--- config.mk ---
export PLATFORM = sky130hd
export DESIGN_NAME = lockstep_stream_cmp
export DESIGN_NICKNAME = d
export VERILOG_FILES = /design/src/rtl/lockstep_stream_cmp_pkg.sv /design/src/rtl/lockstep_stream_cmp_fifo.sv /design/src/rtl/lockstep_stream_cmp.sv
export SDC_FILE = /design/constraint.sdc
export NUM_CORES = 1
export LEC_CHECK = 0
export CORE_MARGIN = 2
export CORE_UTILIZATION = 61
export CTS_CLUSTER_DIAMETER = 120
export DETAILED_ROUTE_END_ITERATION = 6
export PLACE_DENSITY_LB_ADDON = 0.3
export SLEW_MARGIN = 20
export SYNTH_ARGS = -nofsm -noshare
export SYNTH_HDL_FRONTEND = slang
export SYNTH_HIERARCHICAL = 1
export SYNTH_SLANG_ARGS = --single-unit
--- constraint.sdc ---
create_clock -name clk -period 13.9 [get_ports clk]
set_clock_uncertainty 0.1 [all_clocks]
set_input_delay 4.17 -clock clk [delete_from_list [all_inputs] [get_ports clk]]
set_output_delay 4.17 -clock clk [all_outputs]
set_load 0.1 [all_outputs]
--- src/rtl/lockstep_stream_cmp_pkg.sv ---
// Shared types for the lockstep stream comparator: state encoding,
// error codes and the lead indicator encoding.
package lockstep_cmp_pkg;

   typedef enum logic [1:0] {
      EMPTY   = 2'b00,
      A_AHEAD = 2'b01,
      B_AHEAD = 2'b10,
      ERROR   = 2'b11
   } state_e;

   localparam logic [1:0] ERR_NONE     = 2'b00;
   localparam logic [1:0] ERR_MISMATCH = 2'b01;
   localparam logic [1:0] ERR_OVERFLOW = 2'b10;
   localparam logic [1:0] ERR_TIMEOUT  = 2'b11;

   localparam logic [1:0] LEAD_NONE = 2'b00;
   localparam logic [1:0] LEAD_A    = 2'b01;
   localparam logic [1:0] LEAD_B    = 2'b10;

endpackage

--- src/rtl/lockstep_stream_cmp_fifo.sv ---
// Skew buffer for the leading stream. Push and pop may coincide even when
// full; a pop in that cycle still sees the old head.
module cmp_fifo #(
   parameter int DATA_W = 36,
   parameter int DEPTH  = 4
) (
   input  logic                    clk,
   input  logic                    resetn,
   input  logic                    push,
   input  logic [DATA_W-1:0]       push_data,
   input  logic                    pop,
   output logic [DATA_W-1:0]       head,
   output logic [$clog2(DEPTH):0]  count
);
   localparam int PTR_W = $clog2(DEPTH);
   localparam int CW    = PTR_W + 1;

   logic [DATA_W-1:0] mem_q [DEPTH];
   logic [DATA_W-1:0] mem_d [DEPTH];
   logic [PTR_W-1:0]  wr_q, wr_d, rd_q, rd_d;
   logic [CW-1:0]     count_q, count_d;

   always_comb begin
      mem_d = mem_q;
      if (push) begin
         mem_d[wr_q] = push_data;
         wr_d        = wr_q + PTR_W'(1);
      end else begin
         wr_d = wr_q;
      end
      if (pop) begin
         rd_d = rd_q + PTR_W'(1);
      end else begin
         rd_d = rd_q;
      end
      count_d = count_q + CW'(push) - CW'(pop);
   end

   always_ff @(posedge clk) begin
      if (!resetn) begin
         for (int i = 0; i < DEPTH; i++) begin
            mem_q[i] <= '0;
         end
         wr_q    <= '0;
         rd_q    <= '0;
         count_q <= '0;
      end else begin
         mem_q   <= mem_d;
         wr_q    <= wr_d;
         rd_q    <= rd_d;
         count_q <= count_d;
      end
   end

   assign head  = mem_q[rd_q];
   assign count = count_q;

endmodule

--- src/rtl/lockstep_stream_cmp.sv ---
// Lockstep checker for two redundant in-order streams. The leading side is
// buffered and matched in order; the first fault is latched with diagnostics.
module lockstep_stream_cmp
   import lockstep_cmp_pkg::*;
#(
   parameter int DATA_W  = 36,
   parameter int DEPTH   = 4,
   parameter int TIMEOUT = 1024,
   parameter int CNT_W   = 32
) (
   input  logic                    clk,
   input  logic                    resetn,
   input  logic                    a_valid,
   input  logic [DATA_W-1:0]       a_data,
   input  logic                    b_valid,
   input  logic [DATA_W-1:0]       b_data,
   output logic [1:0]              lead,
   output logic [$clog2(DEPTH):0]  pending,
   output logic                    err,
   output logic [1:0]              err_code,
   output logic [DATA_W-1:0]       err_data_a,
   output logic [DATA_W-1:0]       err_data_b,
   output logic [CNT_W-1:0]        match_count
);
   localparam int             CW       = $clog2(DEPTH) + 1;
   localparam int             TMO_W    = (TIMEOUT > 32'sd0) ? $clog2(TIMEOUT + 32'sd1) : 1;
   localparam bit             TMO_EN   = (TIMEOUT > 32'sd0);
   localparam logic [CW-1:0]  FULL_CNT = CW'(DEPTH);

   state_e             state_q, state_d;
   logic [1:0]         lead_q, lead_d, err_code_q, err_code_d;
   logic               err_q, err_d;
   logic [DATA_W-1:0]  err_a_q, err_a_d, err_b_q, err_b_d;
   logic [CNT_W-1:0]   match_q, match_d;
   logic [TMO_W-1:0]   tmo_q, tmo_d;

   logic               fifo_push_s, fifo_pop_s;
   logic [DATA_W-1:0]  fifo_wdata_s, fifo_head_s;
   logic [CW-1:0]      fifo_count_s, next_cnt_s;
   logic               a_lead_s, lead_valid_s, trail_valid_s;
   logic [DATA_W-1:0]  lead_data_s, trail_data_s, other_slot_s;
   logic [DATA_W-1:0]  cmp_a_s, cmp_b_s;
   logic               push_req_s, pop_req_s, match_s, mis_s, ovf_s, tmo_hit_s, err_any_s;

   cmp_fifo #(.DATA_W(DATA_W), .DEPTH(DEPTH)) u_fifo (
      .clk       (clk),
      .resetn    (resetn),
      .push      (fifo_push_s),
      .push_data (fifo_wdata_s),
      .pop       (fifo_pop_s),
      .head      (fifo_head_s),
      .count     (fifo_count_s)
   );

   // Event detection: map A/B onto leading/trailing roles, find compares and faults.
   always_comb begin
      a_lead_s      = (state_q == A_AHEAD);
      lead_valid_s  = a_lead_s ? a_valid : b_valid;
      lead_data_s   = a_lead_s ? a_data  : b_data;
      trail_valid_s = a_lead_s ? b_valid : a_valid;
      trail_data_s  = a_lead_s ? b_data  : a_data;
      push_req_s    = 1'b0;
      pop_req_s     = 1'b0;
      match_s       = 1'b0;
      mis_s         = 1'b0;
      ovf_s         = 1'b0;
      tmo_hit_s     = 1'b0;
      other_slot_s  = '0;
      fifo_wdata_s  = lead_data_s;
      cmp_a_s       = a_data;
      cmp_b_s       = b_data;
      case (state_q)
         EMPTY: begin
            fifo_wdata_s = a_valid ? a_data : b_data;
            if (a_valid && b_valid) begin
               match_s = (a_data == b_data);
               mis_s   = (a_data != b_data);
            end else begin
               push_req_s = a_valid || b_valid;
            end
         end
         A_AHEAD, B_AHEAD: begin
            pop_req_s  = trail_valid_s;
            push_req_s = lead_valid_s;
            match_s    = trail_valid_s && (fifo_head_s == trail_data_s);
            mis_s      = trail_valid_s && (fifo_head_s != trail_data_s);
            ovf_s      = lead_valid_s && !trail_valid_s && (fifo_count_s == FULL_CNT);
            tmo_hit_s  = TMO_EN && !trail_valid_s && (fifo_count_s != '0)
                         && (tmo_q == TMO_W'(TIMEOUT - 1));
            // The head always reports in the leading side's slot.
            if (mis_s) begin
               other_slot_s = trail_data_s;
            end else if (ovf_s) begin
               other_slot_s = lead_data_s;
            end else begin
               other_slot_s = '0;
            end
            cmp_a_s = a_lead_s ? fifo_head_s  : other_slot_s;
            cmp_b_s = a_lead_s ? other_slot_s : fifo_head_s;
         end
         default: begin
            push_req_s = 1'b0;
         end
      endcase
      err_any_s   = mis_s || ovf_s || tmo_hit_s;
      fifo_push_s = push_req_s && !err_any_s;
      fifo_pop_s  = pop_req_s && !err_any_s;
      next_cnt_s  = fifo_count_s + CW'(fifo_push_s) - CW'(fifo_pop_s);
   end

   // Next-state, error capture, match counting and stall timer.
   always_comb begin
      state_d    = state_q;
      err_d      = err_q;
      err_code_d = err_code_q;
      err_a_d    = err_a_q;
      err_b_d    = err_b_q;
      match_d    = match_q;
      tmo_d      = tmo_q;
      if (state_q == ERROR) begin
         state_d = ERROR;
      end else if (err_any_s) begin
         state_d    = ERROR;
         err_d      = 1'b1;
         err_code_d = mis_s ? ERR_MISMATCH : (ovf_s ? ERR_OVERFLOW : ERR_TIMEOUT);
         err_a_d    = cmp_a_s;
         err_b_d    = cmp_b_s;
      end else begin
         if (match_s && (match_q != '1)) begin
            match_d = match_q + CNT_W'(1);
         end else begin
            match_d = match_q;
         end
         if (TMO_EN && (fifo_count_s != '0) && !fifo_pop_s) begin
            tmo_d = tmo_q + TMO_W'(1);
         end else begin
            tmo_d = '0;
         end
         case (state_q)
            EMPTY: begin
               if (a_valid && !b_valid) begin
                  state_d = A_AHEAD;
               end else if (b_valid && !a_valid) begin
                  state_d = B_AHEAD;
               end else begin
                  state_d = EMPTY;
               end
            end
            A_AHEAD, B_AHEAD: begin
               if (next_cnt_s == '0) begin
                  state_d = EMPTY;
               end else begin
                  state_d = state_q;
               end
            end
            default: begin
               state_d = EMPTY;
            end
         endcase
      end
   end

   // Lead indicator tracks the next state; it holds its last value in ERROR.
   always_comb begin
      case (state_d)
         EMPTY:   lead_d = LEAD_NONE;
         A_AHEAD: lead_d = LEAD_A;
         B_AHEAD: lead_d = LEAD_B;
         default: lead_d = lead_q;
      endcase
   end

   always_ff @(posedge clk) begin
      if (!resetn) begin
         state_q    <= EMPTY;
         lead_q     <= LEAD_NONE;
         err_q      <= 1'b0;
         err_code_q <= ERR_NONE;
         err_a_q    <= '0;
         err_b_q    <= '0;
         match_q    <= '0;
         tmo_q      <= '0;
      end else begin
         state_q    <= state_d;
         lead_q     <= lead_d;
         err_q      <= err_d;
         err_code_q <= err_code_d;
         err_a_q    <= err_a_d;
         err_b_q    <= err_b_d;
         match_q    <= match_d;
         tmo_q      <= tmo_d;
      end
   end

   assign lead        = lead_q;
   assign pending     = fifo_count_s;
   assign err         = err_q;
   assign err_code    = err_code_q;
   assign err_data_a  = err_a_q;
   assign err_data_b  = err_b_q;
   assign match_count = match_q;

endmodule

**Word level (Yosys, flattened, before mapping)**

Index checks and enable logic that the tools add are counted.

- Output and inout bits: 112
- Input bits: 76
- Logic and storage cells: 108
- Bits in registers: 273

- Bitwise operators: 4
- Order comparisons: 3
- Reductions and logical operators: 31
- $add $sub $neg: 6
- Mux-type cells: 37
- Equality and inequality tests: 12

Operators by type and width:

| operator | number |
|---|---|
| 2-to-1 mux 36 bit | 13 |
| bitwise mux 144 bit | 1 |
| binary-select mux 36 bit (select 2 bit) | 1 |
| demux 36 bit (select 2 bit) | 1 |
| equality test 36 bit | 2 |
| != test 36 bit | 2 |
| adder 32 x 1 -> 32 bit (second input constant) | 1 |
| != test 32 bit (second input constant) | 1 |
| logical AND 1 bit | 14 |
| 2-to-1 mux 2 bit | 6 |
| adder 11 x 1 -> 11 bit (second input constant) | 1 |
| equality test 11 x 10 -> 1 bit (second input constant) | 1 |
| 2-to-1 mux 11 bit | 1 |
| 2-to-1 mux 1 bit | 9 |
| equality test 2 bit (second input constant) | 3 |
| greater-or-equal comparator 3 bit (second input constant) | 2 |
| inverter 2 -> 3 bit | 2 |
| case mux 1 bit (2 select lines) | 3 |
| case mux 2 bit (3 select lines) | 1 |
| nonzero test 3 bit | 2 |
| zero test 1 bit | 5 |
| adder 2 x 1 -> 2 bit (second input constant) | 2 |
| equality test 2 x 1 -> 1 bit (second input constant) | 2 |
| zero test 2 bit | 2 |
| other kinds (11) | 15 |

**Logic depth before layout (Yosys ltp)**

Gate-level depths: netlist of the first run.

- Depth after elaboration: 20
- Gate-level depth with buffers: 20

**Cells and area by module**

The synthesis of the first run kept the hierarchy.

By module, submodules not included:

| module | times used | area an instance (um2) | cells an instance | seq. area each (um2) |
|---|---|---|---|---|
| lockstep_stream_cmp | 1 | 7713.6 | 910 | 2442.3 |
| cmp_fifo | 1 | 7342.0 | 734 | 3022.9 |

**Worst setup path before layout of the first run**

No wires, ideal clock.

- Kind: input -> register
- From: input port b_data[29]
- To: register lead_q[0] (netlist: lead[0])
- Data required time: 13684 ps
- Stages: 16
- Setup slack: 6287 ps
- Arrival time: 7397 ps
- Cell sequence: xor2_1 nor4_1 nand3_1 o311ai_1 nand2_1 a21oi_1 nand2_1 ha_1 inv_1 ha_1 fa_1 xnor2_1 o31a_1 a22o_1 o21a_1 o21a_1

- Word-level cells in the longest chain between the ends: 17

Ends and longest elaborated chain:

| element | RTL line | RTL |
|---|---|---|
| from (decl) | lockstep_stream_cmp.sv:16 | `input logic [DATA_W-1:0] b_data,` |
| 2-to-1 mux 36 bit | lockstep_stream_cmp.sv:61 | `trail_data_s = a_lead_s ? b_data : a_data;` |
| != test 36 bit | lockstep_stream_cmp.sv:86 | `mis_s = trail_valid_s && (fifo_head_s != trail_data_s);` |
| logical AND 1 bit | lockstep_stream_cmp.sv:86 |  |
| case mux 1 bit (2 select lines) * | lockstep_stream_cmp.sv:72 | `case (state_q)` |
| logical OR 1 bit * (2 in series) | lockstep_stream_cmp.sv:105 | `err_any_s = mis_s \|\| ovf_s \|\| tmo_hit_s;` |
| zero test 1 bit | lockstep_stream_cmp.sv:106, lockstep_stream_cmp.sv:107 |  |
| logical AND 1 bit | lockstep_stream_cmp.sv:106 | `fifo_push_s = push_req_s && !err_any_s;` |
| adder 3 x 1 -> 3 bit | lockstep_stream_cmp.sv:108 | `next_cnt_s = fifo_count_s + CW'(fifo_push_s) - CW'(fifo_pop_s);` |
| subtractor 3 x 1 -> 3 bit | lockstep_stream_cmp.sv:108 |  |
| zero test 3 bit | lockstep_stream_cmp.sv:150 | `if (next_cnt_s == '0) begin` |
| 2-to-1 mux 2 bit | lockstep_stream_cmp.sv:150 |  |
| case mux 2 bit (2 select lines) | lockstep_stream_cmp.sv:139 | `case (state_q)` |
| 2-to-1 mux 2 bit * | lockstep_stream_cmp.sv:122 | `end else if (err_any_s) begin` |
| 2-to-1 mux 2 bit * | lockstep_stream_cmp.sv:120 | `if (state_q == ERROR) begin` |
| equality test 2 bit (tied with other cells) | lockstep_stream_cmp.sv:165 | `case (state_d)` |
| case mux 2 bit (3 select lines) / nonzero test 3 bit (equally long branches) | n/a |  |
| to (signal assigned) | lockstep_stream_cmp.sv:185 | `lead_q <= lead_d;` |
| to (decl) | lockstep_stream_cmp.sv:31 | `logic [1:0] lead_q, lead_d, err_code_q, err_code_d;` |

Every way passes the cells marked *; elsewhere a longest branch is shown, timed or not.
A chain may end at the register's enable or synchronous reset.

**Worst setup path after layout of the first run**

- From: input port b_data[16]
- To: register lead_q[0] (netlist: lead[0])

The elaborated chain is that of the path after synthesis.

==> results.txt, run 1 <==
* Status: finished with violations
- The checks that failed: design-rule violations.
- DP HPWL: 28.8 mm
- For this run, the top clock speed supported by timing is 113 MHz.
- After routing the design area is 0.0178 sq mm.
* Pwr Density: 226 mW/mm^2
- Number of flip-flops and latches in the synthesized netlist: 273
* Leading post-synthesis cells by cell area: sky130_fd_sc_hd__dfxtp_1 (36%), sky130_fd_sc_hd__a21bo_2 (9.6%), sky130_fd_sc_hd__a21oi_1 (6.7%), sky130_fd_sc_hd__nand3_1 (5.6%), sky130_fd_sc_hd__mux4_2 (5.2%)
- Among all stages on the critical path, the largest delay is contributed by sky130_fd_sc_hd__o311ai_1.
- Together, buffers and inverters on the worst path number 3.
- Setup crit end kind: flop
- Gr usage total: 32.9%
- Syn avg cell area: 9.16 sq um
* Dpl cell area: 0.0168 sq mm
- The worst setup path is launched from an input pin.
- At the placement stage, the worst setup path has a slack of 4.60 ns.
- Setup slack closes at 5.09 ns.
* H-tree Lvls: 1
* Cell variety after synth: 55
- The clock period could shrink to 8.81 ns.
* Static leakage: 6.06 nW
- Data on the critical path arrives at its endpoint at 9.15 ns.
- Count of input and output buffers: 187
- Cell count after synthesis: 1644
* Worst slew pin tran: 1.08 ns
- Total I/O pin count: 188
* Root buffer cell: sky130_fd_sc_hd__clkbuf_16
* Cell taking the most area after synthesis: sky130_fd_sc_hd__dfxtp_1
- Among all flip-flop cells after synthesis, the most frequent one is sky130_fd_sc_hd__dfxtp_1.
- For this run, design rule violations remaining after detail routing come to 24.
- Number of max-capacitance violations reported: 0
- Mean number of vias per cell: 6.79
- Fill cells: 1775
* Pin count of the biggest net entering global routing: 125
- Relative to the synthesized area, the layout overhead comes to 18.1%.
- Share of async-settable or async-resettable flops after synthesis: 0%
* Number of hold buffers added after cts: 0
- For this block, the via count after detailed routing is 13981.
* Final weighted congestion of routability-driven global placement: 0.896
- Across the VDD grid, the largest voltage drop is 0.000203 V.
- Chip width: 161 um
- Rel. slew slack: 28.0%
- Netlist area before placement: 0.0151 sq mm
* Floorplan row count: 57
* Crit-path max cell delay: 0.77 ns
- The first detailed-routing pass took 7 iterations.
* Number of nets in the final layout: 1810
- Total routed wirelength: 44.6 mm
- Clock latency on the worst-skew pair: 0.57 ns
* Number of antenna violations at the first check in global routing: 1
* Worst EP required: 14.24 ns
* Post-CTS Repair Setup Buffers: 0
- Aggregate global routing overflow: 0
- Final core area utilization: 73.3%
- The number of global-route vias before repair was 12352.
* Number of flops mapped to enable cells by yosys: 0
- In this run, post-CTS repair resized a total of 0 instances.
* Number of failing hold endpoints at the final stage: 0
- Cells traversed along the worst timing path: clkdlybuf4s50_1, xor2_1, nor4_1, nand4_1, o311ai_1, nand2_1, buf_4, a21oi_1, nand2_1, ha_1, inv_1, ha_1, fa_1, xnor2_1, o31a_1, a22o_1, o21a_1, o21a_1
* Placed insts: 2008
- Counting the buffers created by CTS gives 29.
- The share of the Yosys chip area taken by registers is 36.3%.
- Hold WS: 0.387 ns
* Worst-case clock buffer depth: 3
- Path type of the worst min-delay path: flop to flop
- Setup repair after global routing left no endpoint under its margin.
* Area taken by multi-input logic gates: 0.00887 sq mm
- Summed over its instances, the top area cell type makes up 36.3% of the synthesized netlist area.
* First-pass GRT wire length: 69.5 mm
- The floorplan step set the die height to 161 um.
* Max-slew violation count: 0
* Switching Power: 2.00 mW
- Most used standard cell by instance count after synthesis: sky130_fd_sc_hd__dfxtp_1
- In this run the worst path has a maximum fanout of 43.
- Of the total power, the share spent switching nets is 49.8%.
* Share of layout cells above drive strength 1: 17.4%
- For this run, the number of Yosys warnings is 6.
- Critical path class: input pin to flop
- Counting every net in the synthesized netlist gives 1738.
* Total Die Area: 0.0260 sq mm
- Dividing the detail-routed wire length by the instance count gives 21.7 um.
- Total of endpoints with negative setup slack in the final report: 0
* Crit path max-delay family: compound AO/OA/AOI/OAI gates
- The region available for standard cell placement spans 0.0242 sq mm.
* DR iter-0 viols: 2401
* Clk sink count: 273
* Effective utilization at floorplan: 62.1%
- Number of nets still failing antenna checks after routing: 0
- Internal power comes to 2.01 mW.
- Comb pwr share: 54.9%
* Slack of the worst reg-to-reg path: 7.94 ns
- Clock tree from TritonCTS: done
* Clock edge transition at the registers on the reported setup and hold paths: 0.06 ns
- Excluding fillers, the count of instances in the completed layout stands at 2059.
- In this run, flip-flops and latches consume 26.0% of the power.
- Adding up every negative setup slack in the final design gives 0 ns.
- By count the netlist is led by sky130_fd_sc_hd__dfxtp_1 (273), sky130_fd_sc_hd__a21oi_1 (202), sky130_fd_sc_hd__nand3_1 (168).
- Clock network fraction of design power: 19.2%
* Post-route total power: 4.01 mW
* Period utilization: 63.4%
* Flip-flop and latch area: 0.00547 sq mm
-- tightest hold or removal path, delay by kind of cell (launching register included) --
kind             cells  cell delay [ns]
DFF                  1             0.33
and+or+nand+nor      2             0.12
-- logic make-up after synthesis --
kind of cell	after synthesis	share of synthesized area (%)
AOI/OAI and AO/OA	592	27.9
and+or+nand+nor	379	13.1
DFF	273	36.3
xor gates and xnor gates	77	4.58
muxes	118	11.2
buffers and inverters	187	5.37
adders and majority gates	18	1.60
-- layout make-up --
class                           instances  area share [%]
Antenna cell                            1          0.0141
Clock buffer                           42            4.69
Clock inverter                          7           0.500
Inverter                               21           0.486
Multi-Input combinational cell       1184            49.9
Sequential cell                       273            30.8
Tap cell                              324            2.28
Timing Repair Buffer                  207            11.4
-- registers in the layout, indices dropped and copies added (netlist names) --
| register | cells |
|---|---|
| err | 1 |
| err_code | 2 |
| err_data_a | 36 |
| err_data_b | 36 |
| lead | 2 |
| match_count | 32 |
| state_q | 2 |
| tmo_q | 11 |
| u_fifo/count | 3 |
| u_fifo/mem_q | 144 |
| u_fifo/rd_q | 2 |
| u_fifo/wr_q | 2 |
-- power groups by stage --
stage	sequential (mW)	clock, mW	combinational, mW
6_report	1.04	0.768	2.20
5_1_grt	1.06	0.805	2.29
4_1_cts	1.04	0.774	2.16
3_5_place_dp	1.05	0	2.15
3_3_place_gp	1.05	0	2.11
2_1_floorplan	1.70	0	1.00
-- final timing paths --
check        endpoint            from  cells after the start
max           lead[0]      b_data[16]                     18
min          tmo_q[9]        tmo_q[9]                      2
max reg2reg   lead[0]  u_fifo/rd_q[1]                     17
min reg2reg  tmo_q[9]        tmo_q[9]                      2
-- placed cells by master, fill, tap and decap left out, types with 20 or more instances in the layout --
master,n
sky130_fd_sc_hd__a21bo_2,145
sky130_fd_sc_hd__a21oi_1,202
sky130_fd_sc_hd__a222oi_1,36
sky130_fd_sc_hd__a22oi_1,36
sky130_fd_sc_hd__a31oi_1,41
sky130_fd_sc_hd__buf_4,20
sky130_fd_sc_hd__clkbuf_16,29
sky130_fd_sc_hd__clkdlybuf4s50_1,186
sky130_fd_sc_hd__dfxtp_1,271
sky130_fd_sc_hd__mux2_2,37
sky130_fd_sc_hd__mux2i_1,44
sky130_fd_sc_hd__mux4_2,35
sky130_fd_sc_hd__nand2_1,66
sky130_fd_sc_hd__nand3_1,168
sky130_fd_sc_hd__nor2_1,20
sky130_fd_sc_hd__nor4_1,29
sky130_fd_sc_hd__o21ai_0,74
sky130_fd_sc_hd__xnor2_1,39
sky130_fd_sc_hd__xor2_1,37
-- layer usage --
layer / track usage [%] / wire (um) / up-vias
li1: - / - / 6353
met1: 48.9 / 18900 / 6732
met2: 49.9 / 19900 / 824
met3: 5.14 / 4710 / 72
met4: 8.89 / 1040 / 0
met5: 0 / 0 / -
Note: power is estimated with default switching activity, not from simulation.
==> run 2, diff against run 1 <==
Settings changed: CORE_UTILIZATION 61 to 51.
Clock period 13.9 ns to 7.95 ns, I/O delays scaled along.
==> results.txt, run 2 (synthesis gave the netlist of run 1 again) <==
- The clock passes through at most 3 buffers.
* Final critical delay including setup and external delays: 6.80 ns
- Summed over all failing endpoints, the final setup total negative slack is 0 ns.
* Total Die Area: 0.0309 sq mm
- The count of final hold-check violations was 0.
- Number of flip-flops under the largest register name: 144
* Critical path class: input pin to flop
- DR iter-0 viols: 2025
- The count of nets left with antenna violations once routing finished came out at 0.
- At the pin with the least slew margin, the transition time is 1.08 ns.
- The run finished, with violations left.
- Total routed wirelength: 45.5 mm
* Crit-path max cell delay: 0.62 ns
- Post-CTS Repair Setup Buffers: 0
- Routed wire length on met2: 19.7 mm
* CTS-repair resized insts: 0
- In the layout the commonest cells are sky130_fd_sc_hd__dfxtp_1 (271), sky130_fd_sc_hd__a21oi_1 (202), sky130_fd_sc_hd__clkdlybuf4s50_1 (186), sky130_fd_sc_hd__nand3_1 (168), sky130_fd_sc_hd__a21bo_2 (145).
* Detailed-route via count: 13763
- Measured along the y axis, the die boundary spans 176 um.
- Effective utilization at floorplan: 52.2%
* Count of input and output buffers: 187
- Met3 wire len: 4.14 mm
- CTS saw 273 sinks.
- Area Overhead vs Synth: 19.1%
- TritonCTS built the clock tree.
* Total I/O pin count: 188
* Startpoint types: input pin
- Clock edge transition at the registers on the reported setup and hold paths: 0.06 ns
- The region available for standard cell placement spans 0.0289 sq mm.
- Total of endpoints with negative setup slack in the final report: 0
* DRC viols: 21
- Aggregate global routing overflow: 0
* Worst EP required: 8.30 ns
- For this block, wires on met1 add up to 20.0 mm.
* Worst R2R Start: state_q[0]
* Violated checks: design-rule violations
- Rel. slew slack: 27.9%
- Clock latency on the worst-skew pair, taken at its later pin, is 0.58 ns.
- The worst hold path begins at err.
* Flip-flop and latch area: 0.00547 sq mm
- Entering global routing, the biggest net connects 124 pins.
* Routed len/inst: 21.4 um
* DP HPWL: 29.7 mm
- The worst path uses 85.5% of the clock period.
- The max-slew violation total from the final report was 0.
- The layout has 2417 filler cells.
* Register with the most flip-flops: u_fifo/mem_q
- For this design, the CTS-stage hold fixing added 0 buffers.
- Tracing the worst setup path back leads to its startpoint at a_data[19].
- Placed insts: 2073
- Timing analysis after detailed placement gives a worst setup slack of 0.609 ns.
- TritonCTS created 30 clock buffers.
* Root buffer cell: sky130_fd_sc_hd__clkbuf_16
- Final worst setup slack: 1.15 ns
- Leaving out fill and tap cells, the most frequent cell in the layout is sky130_fd_sc_hd__dfxtp_1.
- Number of nets in the final layout: 1815
- Using the TritonRoute via totals, the vias-per-cell ratio works out to 6.47.
- Max-cap violations in this run came to 0.
* Chip width: 176 um
* Final weighted congestion of routability-driven global placement: 0.874
- Setup crit end kind: flop
* Post-route insts no fill: 2128
- Pwr Density: 393 mW/mm^2
* H-tree Lvls: 1
* Final core area utilization: 62.1%
* First-pass GRT wire length: 70.5 mm
- Cells traversed along the worst timing path: clkdlybuf4s50_1, mux2i_1, xnor2_1, nor4_1, nand4_1, or3_1, a21oi_1, nand2_1, ha_1, inv_1, ha_1, fa_1, xnor2_1, o31a_1, a22o_1, o21a_1, o21a_1
- The number of global-route vias before repair was 12428.
* Post-route total power: 7.04 mW
- The min-delay analysis places its worst path in the category flop to flop.
- Number of optimization iterations in the first detailed-route pass: 7
- Maximum fanout encountered on the critical timing path: 5
- Share of layout cells above drive strength 1: 17.9%
* Floorplan row count: 62
- Number of antenna violations at the first check in global routing: 2
* Gr usage total: 28.3%
- Achievable Freq: 147 MHz
- Setup repair after global routing left no endpoint under its margin.
* Static leakage: 6.10 nW
- Area taken by multi-input logic gates: 0.00888 sq mm
* Worst IR drop on VDD: 0.000226 V
- For the worst setup path, the data arrival time is 7.14 ns.
* Highest routing layer actually used: met4
- Cell at the slowest stage of the critical path: sky130_fd_sc_hd__nor4_1
## run 2: cell types whose count changed in the layout (fill, tap and decap cells not counted), sizes merged
cell | before | now
clkinv | 4 | 7
buf | 21 | 25
bufinv | 2 | 0
diode | 1 | 2
inv | 22 | 21
clkbuf | 42 | 44
clkinvlp | 0 | 2
## run 2: metrics by stage
stage / area, sq um / hold WS, ns
global placement: 17000 / 0.354
finish: 17900 / 0.371
detailed placement: 17000 / 0.362
floorplan: 15100 / 0.357
global route: 17900 / 0.386
CTS: 17900 / 0.376
## run 2: worst paths after layout
kind              endpoint  slack [ns]  cells after the start
hold reg to reg        err        0.37                      2
setup / recovery   lead[0]        1.15                     17
setup reg to reg   lead[0]        1.88                     18
hold / removal         err        0.37                      2
## run 2: area by class of cell
class / count / area share [%]
repair buffers: 211 / 11.5
well taps: 384 / 2.68
diodes: 2 / 0.0279
flip-flops and latches: 273 / 30.5
inverters: 21 / 0.481
clock inverters: 9 / 0.342
multi-input cells: 1184 / 49.5
clock buffers: 44 / 4.98
## run 2: per-layer routing
| layer | global-route usage (%) | vias to the layer above |
|---|---|---|
| li1 | - | 6364 |
| met1 | 41.4 | 6599 |
| met2 | 42.5 | 703 |
| met3 | 4.24 | 97 |
| met4 | 9.75 | 0 |
| met5 | 0 | - |
## run 2: where the power goes
part	switching, mW	internal (mW)	leakage (nW)
Clock	0.580	0.773	0.471
Sequential	0.166	1.66	2.22
Combinational	2.77	1.08	3.40
## run 2: worst max-delay path, delay by kind of cell
family,cells,cell delay (ns)
and+or+nand+nor,4,1.63
adders and majority gates,3,0.89
muxes,1,0.13
AOI/OAI and AO/OA,5,1.16
xor gates and xnor gates,2,0.32
buffers and inverters,2,0.63
